**src/rtl/logic32_req_arbiter_if.sv**
```systemverilog
`default_nettype none
// +--------------------------------------------------------------------------+
// | Module   : logic32_req_arbiter_if                                        |
// | Brief    : Request/response bundle between four requesters, the shared   |
// |            32-bit logic unit and its single response consumer.           |
// | Revision : 1.0                                                           |
// +--------------------------------------------------------------------------+
interface logic32_req_arbiter_if;
    logic [3:0]   req_valid;
    logic [3:0]   req_ready;
    logic [7:0]   req_op;
    logic [127:0] req_a;
    logic [127:0] req_b;
    logic         rsp_valid;
    logic         rsp_ready;
    logic [1:0]   rsp_id;
    logic [31:0]  rsp_data;
    logic         rsp_zero;

    modport master (
        output req_valid, req_op, req_a, req_b, rsp_ready,
        input  req_ready, rsp_valid, rsp_id, rsp_data, rsp_zero
    );

    modport slave (
        input  req_valid, req_op, req_a, req_b, rsp_ready,
        output req_ready, rsp_valid, rsp_id, rsp_data, rsp_zero
    );
endinterface
`default_nettype wire

```
**src/rtl/logic32_req_arbiter.sv**
```systemverilog
`default_nettype none
// +--------------------------------------------------------------------------+
// | Module   : logic32_req_arbiter                                           |
// | Brief    : Four requesters share one 32-bit AND/OR/NOR/INV unit; result  |
// |            lands in a single registered response slot with ID and zero.  |
// |            Define LOGIC32_ARB_RR_EN for round-robin arbitration,         |
// |            otherwise fixed priority (requester 0 highest).               |
// | Revision : 1.0                                                           |
// +--------------------------------------------------------------------------+
module logic32_req_arbiter (
    input  wire logic            clk,
    input  wire logic            rst,
    logic32_req_arbiter_if.slave bus
);
    localparam int NUM_REQ = 4;
    localparam int DATA_W  = 32;
    localparam int ID_W    = 2;

    localparam logic [1:0] OP_AND = 2'b00;
    localparam logic [1:0] OP_OR  = 2'b01;
    localparam logic [1:0] OP_NOR = 2'b10;
    localparam logic [1:0] OP_INV = 2'b11;

    logic                w_found;
    logic [ID_W-1:0]     w_grant_idx;
    logic [NUM_REQ-1:0]  w_grant;
    logic                w_slot_free;
    logic                w_req_xfer;
    logic                w_rsp_xfer;

    logic [DATA_W-1:0]   w_opa;
    logic [DATA_W-1:0]   w_opb;
    logic [1:0]          w_op;
    logic [DATA_W-1:0]   w_and;
    logic [DATA_W-1:0]   w_or;
    logic [DATA_W-1:0]   w_nor;
    logic [DATA_W-1:0]   w_inv;
    logic [DATA_W-1:0]   w_result;
    logic                w_zero;

    logic                rsp_valid_q, rsp_valid_d;
    logic [DATA_W-1:0]   rsp_data_q,  rsp_data_d;
    logic [ID_W-1:0]     rsp_id_q,    rsp_id_d;
    logic                rsp_zero_q,  rsp_zero_d;

    // ------------------------------------------------------------------
    // Arbitration
    // ------------------------------------------------------------------
`ifdef LOGIC32_ARB_RR_EN
    logic [ID_W-1:0] ptr_q, ptr_d;
    logic [ID_W-1:0] w_cand;

    // Search starts at the pointer and wraps naturally through the 2-bit add.
    always_comb begin
        w_found     = 1'b0;
        w_grant_idx = '0;
        w_cand      = '0;
        for (int k = 0; k < NUM_REQ; k++) begin
            w_cand = ptr_q + ID_W'(k);
            if (!w_found && bus.req_valid[w_cand]) begin
                w_found     = 1'b1;
                w_grant_idx = w_cand;
            end
        end
    end

    always_comb begin
        ptr_d = ptr_q;
        if (w_req_xfer) begin
            ptr_d = w_grant_idx + 2'd1;
        end
    end

    always_ff @(posedge clk or posedge rst) begin
        if (rst) begin
            ptr_q <= '0;
        end else begin
            ptr_q <= ptr_d;
        end
    end
`else
    always_comb begin
        w_found     = |bus.req_valid;
        w_grant_idx = '0;
        for (int k = NUM_REQ - 1; k >= 0; k--) begin
            if (bus.req_valid[k]) begin
                w_grant_idx = ID_W'(k);
            end
        end
    end
`endif

    assign w_grant     = w_found ? (4'b0001 << w_grant_idx) : 4'b0000;
    assign w_slot_free = ~rsp_valid_q | bus.rsp_ready;

    // Gated by rst so nothing is acknowledged while the slot is being cleared.
    assign bus.req_ready = rst ? 4'b0000 : (w_grant & {NUM_REQ{w_slot_free}});
    assign w_req_xfer    = |bus.req_ready;
    assign w_rsp_xfer    = rsp_valid_q & bus.rsp_ready;

    // ------------------------------------------------------------------
    // Datapath: operand select, primitives, result select
    // ------------------------------------------------------------------
    assign w_opa = bus.req_a[{w_grant_idx, 5'b0} +: DATA_W];
    assign w_opb = bus.req_b[{w_grant_idx, 5'b0} +: DATA_W];
    assign w_op  = bus.req_op[{w_grant_idx, 1'b0} +: 2];

    AND32_2x1 u_and (.a_i(w_opa), .b_i(w_opb), .y_o(w_and));
    OR32_2x1  u_or  (.a_i(w_opa), .b_i(w_opb), .y_o(w_or));
    NOR32_2x1 u_nor (.a_i(w_opa), .b_i(w_opb), .y_o(w_nor));
    INV32_1x1 u_inv (.a_i(w_opa), .y_o(w_inv));

    always_comb begin
        w_result = w_and;
        case (w_op)
            OP_AND:  w_result = w_and;
            OP_OR:   w_result = w_or;
            OP_NOR:  w_result = w_nor;
            OP_INV:  w_result = w_inv;
            default: w_result = w_and;
        endcase
    end

    // Zero detect: fold halves together with the OR primitive down to two
    // bits, then a single NOR2 gives the flag.
    logic [DATA_W-1:0] w_fold [5];
    logic              w_unused_fold;

    assign w_fold[0] = w_result;

    for (genvar s = 0; s < 4; s++) begin : g_zero_fold
        localparam int                HALF    = 16 >> s;
        localparam logic [DATA_W-1:0] LO_MASK = DATA_W'((64'd1 << HALF) - 64'd1);
        OR32_2x1 u_fold (
            .a_i (w_fold[s] >> HALF),
            .b_i (w_fold[s] & LO_MASK),
            .y_o (w_fold[s+1])
        );
    end

    NOR2x1 u_zero (.a_i(w_fold[4][1]), .b_i(w_fold[4][0]), .y_o(w_zero));

    assign w_unused_fold = |w_fold[4][DATA_W-1:2];

    // ------------------------------------------------------------------
    // Response slot
    // ------------------------------------------------------------------
    always_comb begin
        rsp_valid_d = rsp_valid_q;
        rsp_data_d  = rsp_data_q;
        rsp_id_d    = rsp_id_q;
        rsp_zero_d  = rsp_zero_q;
        if (w_req_xfer) begin
            rsp_valid_d = 1'b1;
            rsp_data_d  = w_result;
            rsp_id_d    = w_grant_idx;
            rsp_zero_d  = w_zero;
        end else if (w_rsp_xfer) begin
            rsp_valid_d = 1'b0;
        end
    end

    always_ff @(posedge clk or posedge rst) begin
        if (rst) begin
            rsp_valid_q <= 1'b0;
            rsp_data_q  <= '0;
            rsp_id_q    <= '0;
            rsp_zero_q  <= 1'b0;
        end else begin
            rsp_valid_q <= rsp_valid_d;
            rsp_data_q  <= rsp_data_d;
            rsp_id_q    <= rsp_id_d;
            rsp_zero_q  <= rsp_zero_d;
        end
    end

    assign bus.rsp_valid = rsp_valid_q;
    assign bus.rsp_data  = rsp_data_q;
    assign bus.rsp_id    = rsp_id_q;
    assign bus.rsp_zero  = rsp_zero_q;

endmodule

// Gate-level logic primitives used by the datapath above.
module AND32_2x1 (
    input  wire logic [31:0] a_i,
    input  wire logic [31:0] b_i,
    output logic      [31:0] y_o
);
    assign y_o = a_i & b_i;
endmodule

module OR32_2x1 (
    input  wire logic [31:0] a_i,
    input  wire logic [31:0] b_i,
    output logic      [31:0] y_o
);
    assign y_o = a_i | b_i;
endmodule

module NOR32_2x1 (
    input  wire logic [31:0] a_i,
    input  wire logic [31:0] b_i,
    output logic      [31:0] y_o
);
    assign y_o = ~(a_i | b_i);
endmodule

module INV32_1x1 (
    input  wire logic [31:0] a_i,
    output logic      [31:0] y_o
);
    assign y_o = ~a_i;
endmodule

module NOR2x1 (
    input  wire logic a_i,
    input  wire logic b_i,
    output logic      y_o
);
    assign y_o = ~(a_i | b_i);
endmodule
`default_nettype wire
```
**src/flat_wrapper.sv**
```systemverilog
// flat-port wrapper written by rule: the top's interface ports become plain ports
module logic32_req_arbiter_flat 
  (clk, rst, bus_req_valid, bus_req_op, bus_req_a, bus_req_b, bus_rsp_ready, bus_req_ready, bus_rsp_valid, bus_rsp_id, bus_rsp_data, bus_rsp_zero);
  logic32_req_arbiter_if bus_i ();
  input  wire logic clk;
  input  wire logic rst;
  input wire logic [$bits(bus_i.req_valid)-1:0] bus_req_valid;
  input wire logic [$bits(bus_i.req_op)-1:0] bus_req_op;
  input wire logic [$bits(bus_i.req_a)-1:0] bus_req_a;
  input wire logic [$bits(bus_i.req_b)-1:0] bus_req_b;
  input wire logic [$bits(bus_i.rsp_ready)-1:0] bus_rsp_ready;
  output wire logic [$bits(bus_i.req_ready)-1:0] bus_req_ready;
  output wire logic [$bits(bus_i.rsp_valid)-1:0] bus_rsp_valid;
  output wire logic [$bits(bus_i.rsp_id)-1:0] bus_rsp_id;
  output wire logic [$bits(bus_i.rsp_data)-1:0] bus_rsp_data;
  output wire logic [$bits(bus_i.rsp_zero)-1:0] bus_rsp_zero;
  assign bus_i.req_valid = bus_req_valid;
  assign bus_i.req_op = bus_req_op;
  assign bus_i.req_a = bus_req_a;
  assign bus_i.req_b = bus_req_b;
  assign bus_i.rsp_ready = bus_rsp_ready;
  assign bus_req_ready = bus_i.req_ready;
  assign bus_rsp_valid = bus_i.rsp_valid;
  assign bus_rsp_id = bus_i.rsp_id;
  assign bus_rsp_data = bus_i.rsp_data;
  assign bus_rsp_zero = bus_i.rsp_zero;
  logic32_req_arbiter u_core (.clk(clk), .rst(rst), .bus(bus_i));
endmodule
```
**config.mk**
```make
export PLATFORM = sky130hd
export DESIGN_NAME = logic32_req_arbiter_flat
export DESIGN_NICKNAME = d
export VERILOG_FILES = /design/src/rtl/logic32_req_arbiter_if.sv /design/src/rtl/logic32_req_arbiter.sv /design/src/flat_wrapper.sv
export SDC_FILE = /design/constraint.sdc
export NUM_CORES = 1
export LEC_CHECK = 0
export CORE_AREA = 2 2 120 122
export CTS_CLUSTER_DIAMETER = 40
export DETAILED_ROUTE_END_ITERATION = 8
export DIE_AREA = 0 0 122 124
export GPL_ROUTABILITY_DRIVEN = 1
export PLACE_DENSITY = 0.66
export RECOVER_POWER = 100
export SETUP_SLACK_MARGIN = 0.5
export SLEW_MARGIN = 10
export SYNTH_ARGS = -nofsm -noshare
export SYNTH_HDL_FRONTEND = slang
export SYNTH_SLANG_ARGS = --single-unit
```
**constraint.sdc**
```tcl
create_clock -name clk -period 9.9 [get_ports clk]
set_clock_uncertainty 0.15 [all_clocks]
set_input_delay 2.97 -clock clk [delete_from_list [all_inputs] [get_ports clk]]
set_output_delay 2.97 -clock clk [all_outputs]
set_load 0.02 [all_outputs]
```
==> run summary, run 1 <==
Vias -> 4164
placed instance area -> 0.007071 mm^2
CTS tree -> built
LEAKAGE -> 2.655 nW
Avg Cell Area, Syn -> 11.50 um^2
Hold WC Path Type -> reg -> reg
placed cell count -> 799
GPL Wtd Cong -> 0.8399
CP max FO -> 4
count leader, synth -> mux4_2
largest net degree at the start of global routing -> 70
All-Layer GR Usage -> 22.12%
Num CTS Buffers -> 5
worst-margin pin slew -> 2451 ps
Residual DRC -> 0
Final WS setup -> 2013 ps
max-cap violations -> 2
Post-Synthesis Cells -> 336
DP Worst Slack -> 2226 ps
Starting Density -> 28.15%
predominant post-synthesis flop cell -> dfrtp_1
Post-CTS Setup Inserts -> 0
gr ovfl total -> 0
worst setup path category -> in -> out
final instance area -> 0.007237 mm^2
WP data required -> 6780 ps
final setup violation count -> 0
Netlist cell types -> 29
sequential-to-total area share from yosys stat -> 23.32%
first-pass GRT wire length -> 25.12 mm
synthesized area -> 0.003862 mm^2
site row count -> 43
setup TNS -> 0 ps
placeable core region -> 0.01372 mm^2
H-tree levels -> 2
share of the synthesized area in the top cell type -> 37.90%
violated checks -> max-capacitance violations, max-slew violations
worst-skew pair later-pin latency -> 270 ps
PostCTS Resize Cnt -> 0
clock slew at reported path FFs -> 50 ps
Slew HR -> -63.38%
clock root cell -> clkbuf_16
WP data arrival -> 4770 ps
Fin. Hold Viols -> 0
worst hold slack -> 323.8 ps
Async S/R FF share, synth -> 100.0%
post-synth top area cell -> mux4_2
total iterations of the first detailed-routing run -> 4
flop and latch count out of synthesis -> 36
CTS Hold Buffers Added -> 0
via/cell ratio -> 5.160
share of cells above drive strength 1 -> 16.75%
VDD IR max -> 0.09404 mV
ANT cells -> 0
status -> finished, violations left
Sink Count -> 36
die area -> 0.01513 mm^2
Final Max Slew Viols -> 107
Post-Route WL -> 17.27 mm
number of antenna violations at the first check in global routing -> 0
fin nets -> 897
top cells by area, synth -> mux4_2 (38%), dfrtp_1 (23%), a211oi_1 (6.4%)
Post-synth EDFFs -> 0
die width -> 122 um
Area growth, synth to finish -> 87.37%
RSZ-0062 raised after global routing -> false
synth cell count leaders -> mux4_2 (65), dfrtp_1 (36), nand2_1 (34)
minimum clock period -> 7887 ps
Fmax achieved -> 126.8 MHz
I/O pins -> 311
dpl hpwl -> 14.78 mm
vias in the first global route -> 4418
initial drt markers -> 209
Die Ht -> 124 um
Critical Path End Type -> primary output
post-DR wirelength/cell -> 21.40 um
Power per Cell Area -> 110.5 mW/mm^2
PortBufs -> 310
Final period util -> 79.66%
Synthesized Nets -> 607
Yosys Warn Count -> 0
fin cells -> 807
antenna violation net count after detailed routing -> 0
CP Launch Type -> primary input
clk buf depth -> 2
-- power breakdown --
| part | internal [W] | switching (W) | leakage, nW |
|---|---|---|---|
| Sequential | 0.000179 | 0.0000204 | 0.453 |
| Clock | 0.000132 | 0.0000573 | 0.0901 |
| Combinational | 0.000228 | 0.000183 | 2.11 |
| Total | 0.000540 | 0.000260 | 2.65 |
-- flip-flops by register name, indices dropped and copies added (netlist names) --
signal	count
u_core.bus.rsp_data	32
u_core.bus.rsp_id	2
u_core.bus.rsp_valid	1
u_core.bus.rsp_zero	1
-- path summary, 6_finish.rpt --
kind,startpoint,to,slack (ps),cells after the start
worst max-delay path,rst,bus_req_ready[2],2010,5
worst min-delay path,u_core.bus.rsp_data[10]$_DFFE_PP0P_,u_core.bus.rsp_data[10]$_DFFE_PP0P_,320,2
worst max register to register,u_core.bus.rsp_valid$_DFFE_PP0P_,u_core.bus.rsp_zero$_DFFE_PP0P_,6300,8
worst min register to register,u_core.bus.rsp_data[10]$_DFFE_PP0P_,u_core.bus.rsp_data[10]$_DFFE_PP0P_,320,2
max in group asynchronous,rst,u_core.bus.rsp_data[1]$_DFFE_PP0P_,4560,3
min in group asynchronous,rst,u_core.bus.rsp_id[0]$_DFFE_PP0P_,3910,3
-- placed cells by master, fill, tap and decap left out, drive strengths merged --
cell and n:
a211oi 33, a21oi 33, a22o 1, and2 1
and3 3, buf 5, bufinv 1, clkbuf 9
clkdlybuf4s50 268, dfrtp 36, dlygate4sd3 42, inv 11
maj3 32, mux4 67, nand2 34, nand2b 1
nand4 8, nor2 2, nor2b 1, nor3b 1
nor4 2, o21a 1, o21ai 32, o21ba 1
o21bai 1, o41ai 1
-- worst max-delay path, stage by stage --
cell	delay, ps
dlygate4sd3_1	550
inv_1	200
and2_1	200
and3_2	170
dlygate4sd3_1	670
-- area by class of cell --
class | instances | area [um^2]
fillers | 1210 | 6482
repair buffers | 317 | 3148
multi-input cells | 255 | 2739
flip-flops and latches | 36 | 900.9
well taps | 180 | 225.2
clock buffers | 7 | 152.6
inverters | 11 | 41.29
clock inverters | 1 | 30.03
-- cells by family (layout without fill, tap and decap cells) --
kind of cell    after synthesis  in the layout  share of synthesized area (%)
flops                        36             36                          23.32
mux                          67             67                          39.26
fa+ha+maj                    32             32                          8.973
buf+inv                      45            336                          5.863
compound gates              103            103                          16.04
simple gates                 53             53                          6.544
-- routing by layer --
metal  share of wire, %  global-route usage [%]  vias up
met4                1.8                   5.675        0
li1                   -                       -     1955
met5                  0                       0        -
met1                 42                   29.31     2021
met2                 50                   37.60      174
met3                5.9                   3.846       14
-- stage by stage --
step / util [%] / total power, W
after floorplan: - / 0.0004077
after global placement: 51.54 / 0.0006211
after detailed placement: 51.54 / 0.0006286
after CTS: 52.87 / 0.0008215
after global routing: 52.75 / 0.0008459
final: 52.75 / 0.0007999
No activity file was read; power rests on OpenSTA's default activity.
==> inputs of run 2 (changes only) <==
- CORE_AREA: 2 2 120 122 -> 2 2 122 124
- DIE_AREA: 0 0 122 124 -> 0 0 124 126
- PLACE_DENSITY: 0.66 -> 0.67
- clock period: 9.9 -> 7.03 ns (I/O delays scaled with it)
==> run 2 against run 1 <==
  * The run still ends with max-capacitance violations, max-slew violations left
  * Sequential share of layout area hardly changed
  * Total power up 38%
  * Utilization fell by 2.2 points
  * Via count is 0.29% lower
  * Hold slack got worse by 2.1 ps
  * Critical path type unchanged
==> run summary, run 2 (synthesis gave the netlist of run 1 again) <==
clk buf depth -> 2 (unchanged)
worst setup path category -> in -> out (unchanged)
Post-CTS Setup Inserts -> 0 (unchanged)
PortBufs -> 310 (unchanged)
RSZ-0062 raised after global routing -> false (unchanged)
number of antenna violations at the first check in global routing -> 0 (unchanged)
site row count -> 44 (was 43)
initial drt markers -> 163 (was 209)
R2R Setup Slk -> 3530 ps (was 6300 ps)
via/cell ratio -> 5.107 (was 5.160)
WHS Endpoint -> u_core.bus.rsp_data[10]$_DFFE_PP0P_ (unchanged)
Slew HR -> -65.70% (was -63.38%)
Slowest cell on crit path -> dlygate4sd3_1 (unchanged)
Worst Hold Depth -> 2 (unchanged)
All-Layer GR Usage -> 22.32% (was 22.12%)
Power per Cell Area -> 152.7 mW/mm^2 (was 110.5 mW/mm^2)
VDD IR max -> 0.09134 mV (was 0.09404 mV)
final instance area -> 0.007242 mm^2 (was 0.007237 mm^2)
crit-path cells -> dlygate4sd3_1 -> clkinv_1 -> and2_0 -> and3_2 -> dlygate4sd3_1 (was dlygate4sd3_1 -> inv_1 -> and2_1 -> and3_2 -> dlygate4sd3_1)
Fmax achieved -> 162.6 MHz
die width -> 124 um (was 122 um)
Reg2Reg Depth -> 8 (unchanged)
gr ovfl total -> 0 (unchanged)
largest net degree at the start of global routing -> 70 (unchanged)
CTS tree -> built (unchanged)
commonest non-fill, non-tap cells in the layout -> clkdlybuf4s50_1 (269), mux4_2 (66), dlygate4sd3_1 (41) (was clkdlybuf4s50_1 (268), mux4_2 (66), dlygate4sd3_1 (42))
status -> finished, violations left (unchanged)
minimum clock period -> 6149 ps
Critical Path End Type -> primary output (unchanged)
total iterations of the first detailed-routing run -> 4 (unchanged)
LEAKAGE -> 2.648 nW (was 2.655 nW)
clock root cell -> clkbuf_16 (unchanged)
placed instance area -> 0.007088 mm^2 (was 0.007071 mm^2)
Post-Route WL -> 17.42 mm (was 17.27 mm)
final setup violation count -> 0 (unchanged)
Area growth, synth to finish -> 87.50% (was 87.37%)
most frequent CP cell -> dlygate4sd3_1 (unchanged)
worst-margin pin slew -> 2486 ps (was 2451 ps)
vias in the first global route -> 4490 (was 4418)
CP Launch Type -> primary input (unchanged)
post-DR wirelength/cell -> 21.42 um (was 21.40 um)
Final period util -> 87.46%
hold path startpoint -> u_core.bus.rsp_data[10]$_DFFE_PP0P_ (unchanged)
Sink Count -> 36 (unchanged)
Num CTS Buffers -> 5 (unchanged)
fin nets -> 897 (unchanged)
WP data required -> 4770 ps (was 6780 ps)
most common cell after layout, fill and taps aside -> clkdlybuf4s50_1 (unchanged)
I/O pins -> 311 (unchanged)
CP max FO -> 4 (unchanged)
Vias -> 4152 (was 4164)
violated checks -> max-capacitance violations, max-slew violations (unchanged)
max-cap violations -> 2 (unchanged)
antenna violation net count after detailed routing -> 0 (unchanged)
placeable core region -> 0.01431 mm^2 (was 0.01372 mm^2)
r2r endpoint -> u_core.bus.rsp_zero$_DFFE_PP0P_ (unchanged)
WP data arrival -> 3890 ps (was 4770 ps)
PostCTS Resize Cnt -> 0 (unchanged)
first-pass GRT wire length -> 26.06 mm (was 25.12 mm)
Final Max Slew Viols -> 107 (unchanged)
die area -> 0.01562 mm^2 (was 0.01513 mm^2)
Worst path max stage delay -> 640 ps (was 670 ps)
share of cells above drive strength 1 -> 16.75% (unchanged)
setup TNS -> 0 ps (unchanged)
FF-to-FF Start -> u_core.bus.rsp_valid$_DFFE_PP0P_ (unchanged)
worst-skew pair later-pin latency -> 270 ps (about the same)
Largest register FFs -> 32 (unchanged)
H-tree levels -> 2 (unchanged)
Fin. Hold Viols -> 0 (unchanged)
Hold WC Path Type -> reg -> reg (unchanged)
GPL Wtd Cong -> 0.9192 (was 0.8399)
clock slew at reported path FFs -> 50 ps (about the same)
CTS Hold Buffers Added -> 0 (unchanged)
Die Ht -> 126 um (was 124 um)
dpl hpwl -> 15.11 mm (was 14.78 mm)
Residual DRC -> 0 (unchanged)
Starting Density -> 26.98% (was 28.15%)
run 2: power by group:
part           switching (W)  total [W]  internal, W
registers          0.0000239   0.000276     0.000252
clock network      0.0000801   0.000247     0.000167
logic               0.000261   0.000583     0.000322
run 2: layout make-up:
type / count / area, um^2
fillers: 1317 / 7072
repair buffers: 317 / 3161
multi-input cells: 255 / 2740
flip-flops and latches: 36 / 900.9
well taps: 184 / 230.2
clock buffers: 6 / 128.9
inverters: 11 / 41.29
clock inverters: 2 / 35.03
diodes: 2 / 5.005
run 2: routing by layer:
| layer | track usage, % | share of wire [%] |
|---|---|---|
| met1 | 27.32 | 40 |
| met2 | 40.98 | 53 |
| met3 | 3.940 | 5.5 |
| met4 | 3.966 | 0.95 |
| met5 | 0 | 0 |
run 2: worst max path at each step:
stage                     startpoint                to  slack [ps]  cells past startpoint
final                            rst  bus_req_ready[2]         880                      5
after global routing             rst  bus_req_ready[2]         810                      5
after CTS                        rst  bus_req_ready[2]        1050                      5
after detailed placement         rst  bus_req_ready[2]        1070                      5
after global placement           rst  bus_req_ready[2]        1060                      5
after floorplan                  rst  bus_req_ready[1]        1150                      3
run 2: metrics by stage:
stage / total power, W / worst slack (ps) / std cells / utilization, % / hold slack (ps)
after global placement: 0.0008791 / 1065 / 803 / 49.52 / 314.0
after floorplan: 0.0005742 / 1153 / 336 / - / 439.6
final: 0.001106 / 881.3 / 813 / 50.59 / 321.6
after CTS: 0.001140 / 1049 / 811 / 50.66 / 332.8
after global routing: 0.001173 / 812.8 / 811 / 50.56 / 345.8
after detailed placement: 0.0008887 / 1066 / 803 / 49.52 / 319.4
run 2: worst max-delay path, delay by kind of cell:
family	cells	cell delay, ps
and+or+nand+nor	2	420
buffers and inverters	3	1350
==> inputs of run 3 (changes only) <==
- CORE_AREA: 2 2 122 124 -> default
- CORE_UTILIZATION: default -> 25
- DIE_AREA: 0 0 124 126 -> default
- PLACE_DENSITY: 0.67 -> 0.63
==> run 3 against run 2 <==
  * The run still ends with max-capacitance violations, max-slew violations left
  * Combinational power is 0.7% higher
  * Die area is 2.1% higher
  * Cell count is 0.37% higher
  * Clock-buffer cell count is 1 lower
  * First-iteration DRC count is 28% higher
  * Critical path depth stayed put
  * Global-route usage is 0.18 points lower
  * Utilization is 2.9 points lower
  * Sequential share of layout area hardly changed
  * Setup slack better by 12 ps
  * Total power is 2.4% lower
  * Critical path type unchanged
  * Largest power group unchanged
==> run summary, run 3 (synthesis gave the netlist of run 1 again) <==
I/O pins -> 311 (unchanged)
Slew HR -> -68.44% (was -65.70%)
largest net degree at the start of global routing -> 70 (unchanged)
Post-CTS Setup Inserts -> 0 (unchanged)
Area growth, synth to finish -> 87.04% (was 87.50%)
total iterations of the first detailed-routing run -> 4 (unchanged)
share of cells above drive strength 1 -> 16.91% (was 16.75%)
Post-Route WL -> 17.48 mm (was 17.42 mm)
Largest register FFs -> 32 (unchanged)
Sink Count -> 36 (unchanged)
clock slew at reported path FFs -> 60 ps (was 50 ps)
Final Max Slew Viols -> 107 (unchanged)
max-cap violations -> 2 (unchanged)
worst setup path category -> in -> out (unchanged)
post-DR wirelength/cell -> 21.42 um (about the same)
VDD IR max -> 0.1374 mV (was 0.09134 mV)
Critical Path End Type -> primary output (unchanged)
antenna violation net count after detailed routing -> 0 (unchanged)
status -> finished, violations left (unchanged)
H-tree levels -> 2 (unchanged)
Starting Density -> 25.50% (was 26.98%)
Layout fillers -> 1353 (was 1317)
PortBufs -> 310 (unchanged)
worst-margin pin slew -> 2527 ps (was 2486 ps)
die width -> 126.3 um (was 124 um)
Die Ht -> 126.3 um (was 126 um)
number of antenna violations at the first check in global routing -> 0 (unchanged)
Final period util -> 87.30% (was 87.46%)
Num CTS Buffers -> 5 (unchanged)
most common cell after layout, fill and taps aside -> clkdlybuf4s50_1 (unchanged)
CP Launch Type -> primary input (unchanged)
clk buf depth -> 2 (unchanged)
placed cell count -> 807 (was 803)
via/cell ratio -> 5.125 (was 5.107)
WP data arrival -> 3880 ps (was 3890 ps)
PostCTS Resize Cnt -> 0 (unchanged)
RSZ-0062 raised after global routing -> false (unchanged)
WP data required -> 4770 ps (about the same)
LEAKAGE -> 2.645 nW (was 2.648 nW)
die area -> 0.01595 mm^2 (was 0.01562 mm^2)
placeable core region -> 0.01515 mm^2 (was 0.01431 mm^2)
final setup violation count -> 0 (unchanged)
Power per Cell Area -> 149.3 mW/mm^2 (was 152.7 mW/mm^2)
CTS tree -> built (unchanged)
minimum clock period -> 6137 ps (was 6149 ps)
All-Layer GR Usage -> 22.13% (was 22.32%)
Fmax achieved -> 162.9 MHz (was 162.6 MHz)
violated checks -> max-capacitance violations, max-slew violations (unchanged)
Hold WC Path Type -> reg -> reg (unchanged)
GPL Wtd Cong -> 0.9394 (was 0.9192)
Vias -> 4182 (was 4152)
site row count -> 45 (was 44)
Design Power -> 0.001079 W (was 0.001106 W)
first-pass GRT wire length -> 26.56 mm (was 26.06 mm)
vias in the first global route -> 4563 (was 4490)
CP max FO -> 4 (unchanged)
clock root cell -> clkbuf_16 (unchanged)
dpl hpwl -> 15.20 mm (was 15.11 mm)
Fin. Hold Viols -> 0 (unchanged)
fin cells -> 816 (was 813)
fin nets -> 897 (unchanged)
initial drt markers -> 208 (was 163)
Multi-input gate area -> 0.002740 mm^2 (unchanged)
worst-skew pair later-pin latency -> 270 ps (about the same)
Residual DRC -> 0 (unchanged)
Register Area -> 900.9 um^2 (unchanged)
commonest non-fill, non-tap cells in the layout -> clkdlybuf4s50_1 (268), mux4_2 (66), dlygate4sd3_1 (42) (was clkdlybuf4s50_1 (269), mux4_2 (66), dlygate4sd3_1 (41))
gr ovfl total -> 0 (unchanged)
setup TNS -> 0 ps (unchanged)
CTS Hold Buffers Added -> 0 (unchanged)
[run 3: cell types whose count changed in the layout (fill, tap and decap cells not counted)]
cell	before	now
dlygate4sd3_1	41	42
and2_1	0	1
clkinv_4	0	1
inv_1	10	11
and2_0	1	0
clkinv_2	1	2
diode_2	2	1
clkbuf_1	3	2
bufinv_16	1	0
clkdlybuf4s50_1	269	268
clkinv_1	1	0
[run 3: final cells by class]
type / instances / area share (%)
antenna: 1 / 0.03464
clock buffer: 5 / 1.732
clock inverter: 3 / 0.2598
inverter: 11 / 0.5715
multi-input combinational: 255 / 37.93
sequential: 36 / 12.47
tap: 188 / 3.256
timing repair buffer: 317 / 43.75
[run 3: power by group]
group | internal (W) | switching (W) | leakage, nW
clock | 0.000130 | 0.0000845 | 0.0736
sequential | 0.000252 | 0.0000244 | 0.453
combinational | 0.000322 | 0.000265 | 2.12
[run 3: critical path: stages]
cell and delay, ps:
dlygate4sd3_1 540, inv_1 180, and2_1 200, and3_2 180, dlygate4sd3_1 670
[run 3: final timing paths]
check / from / to / slack [ps] / cells after the start
worst min register to register: u_core.bus.rsp_data[5]$_DFFE_PP0P_ / u_core.bus.rsp_data[5]$_DFFE_PP0P_ / 320 / 2
max in group asynchronous: rst / u_core.bus.rsp_data[22]$_DFFE_PP0P_ / 2580 / 3
min in group asynchronous: rst / u_core.bus.rsp_data[15]$_DFFE_PP0P_ / 3020 / 3
worst min-delay path: u_core.bus.rsp_data[5]$_DFFE_PP0P_ / u_core.bus.rsp_data[5]$_DFFE_PP0P_ / 320 / 2
worst max register to register: u_core.bus.rsp_valid$_DFFE_PP0P_ / u_core.bus.rsp_zero$_DFFE_PP0P_ / 3480 / 8
worst max-delay path: rst / bus_req_ready[2] / 890 / 5
[run 3: metrics by stage]
step	hold WS [ps]	instance area (um^2)	worst slack, ps	utilization, %
2_1_floorplan	439.6	3862	1153	-
3_3_place_gp	315.3	7093	1040	46.83
3_5_place_dp	320.4	7093	998.8	46.83
4_1_cts	333.7	7237	1059	47.78
5_1_grt	349.9	7222	809.6	47.68
6_report	319.9	7224	892.9	47.70
[run 3: layer usage]
metal  up-vias  wire [um]  global-route usage, %
met5         -          0                      0
met1      2005       7137                  29.54
met4         0        450                  6.308
met3        26       1350                  4.049
met2       196       8543                  36.72
li1       1955          -                      -
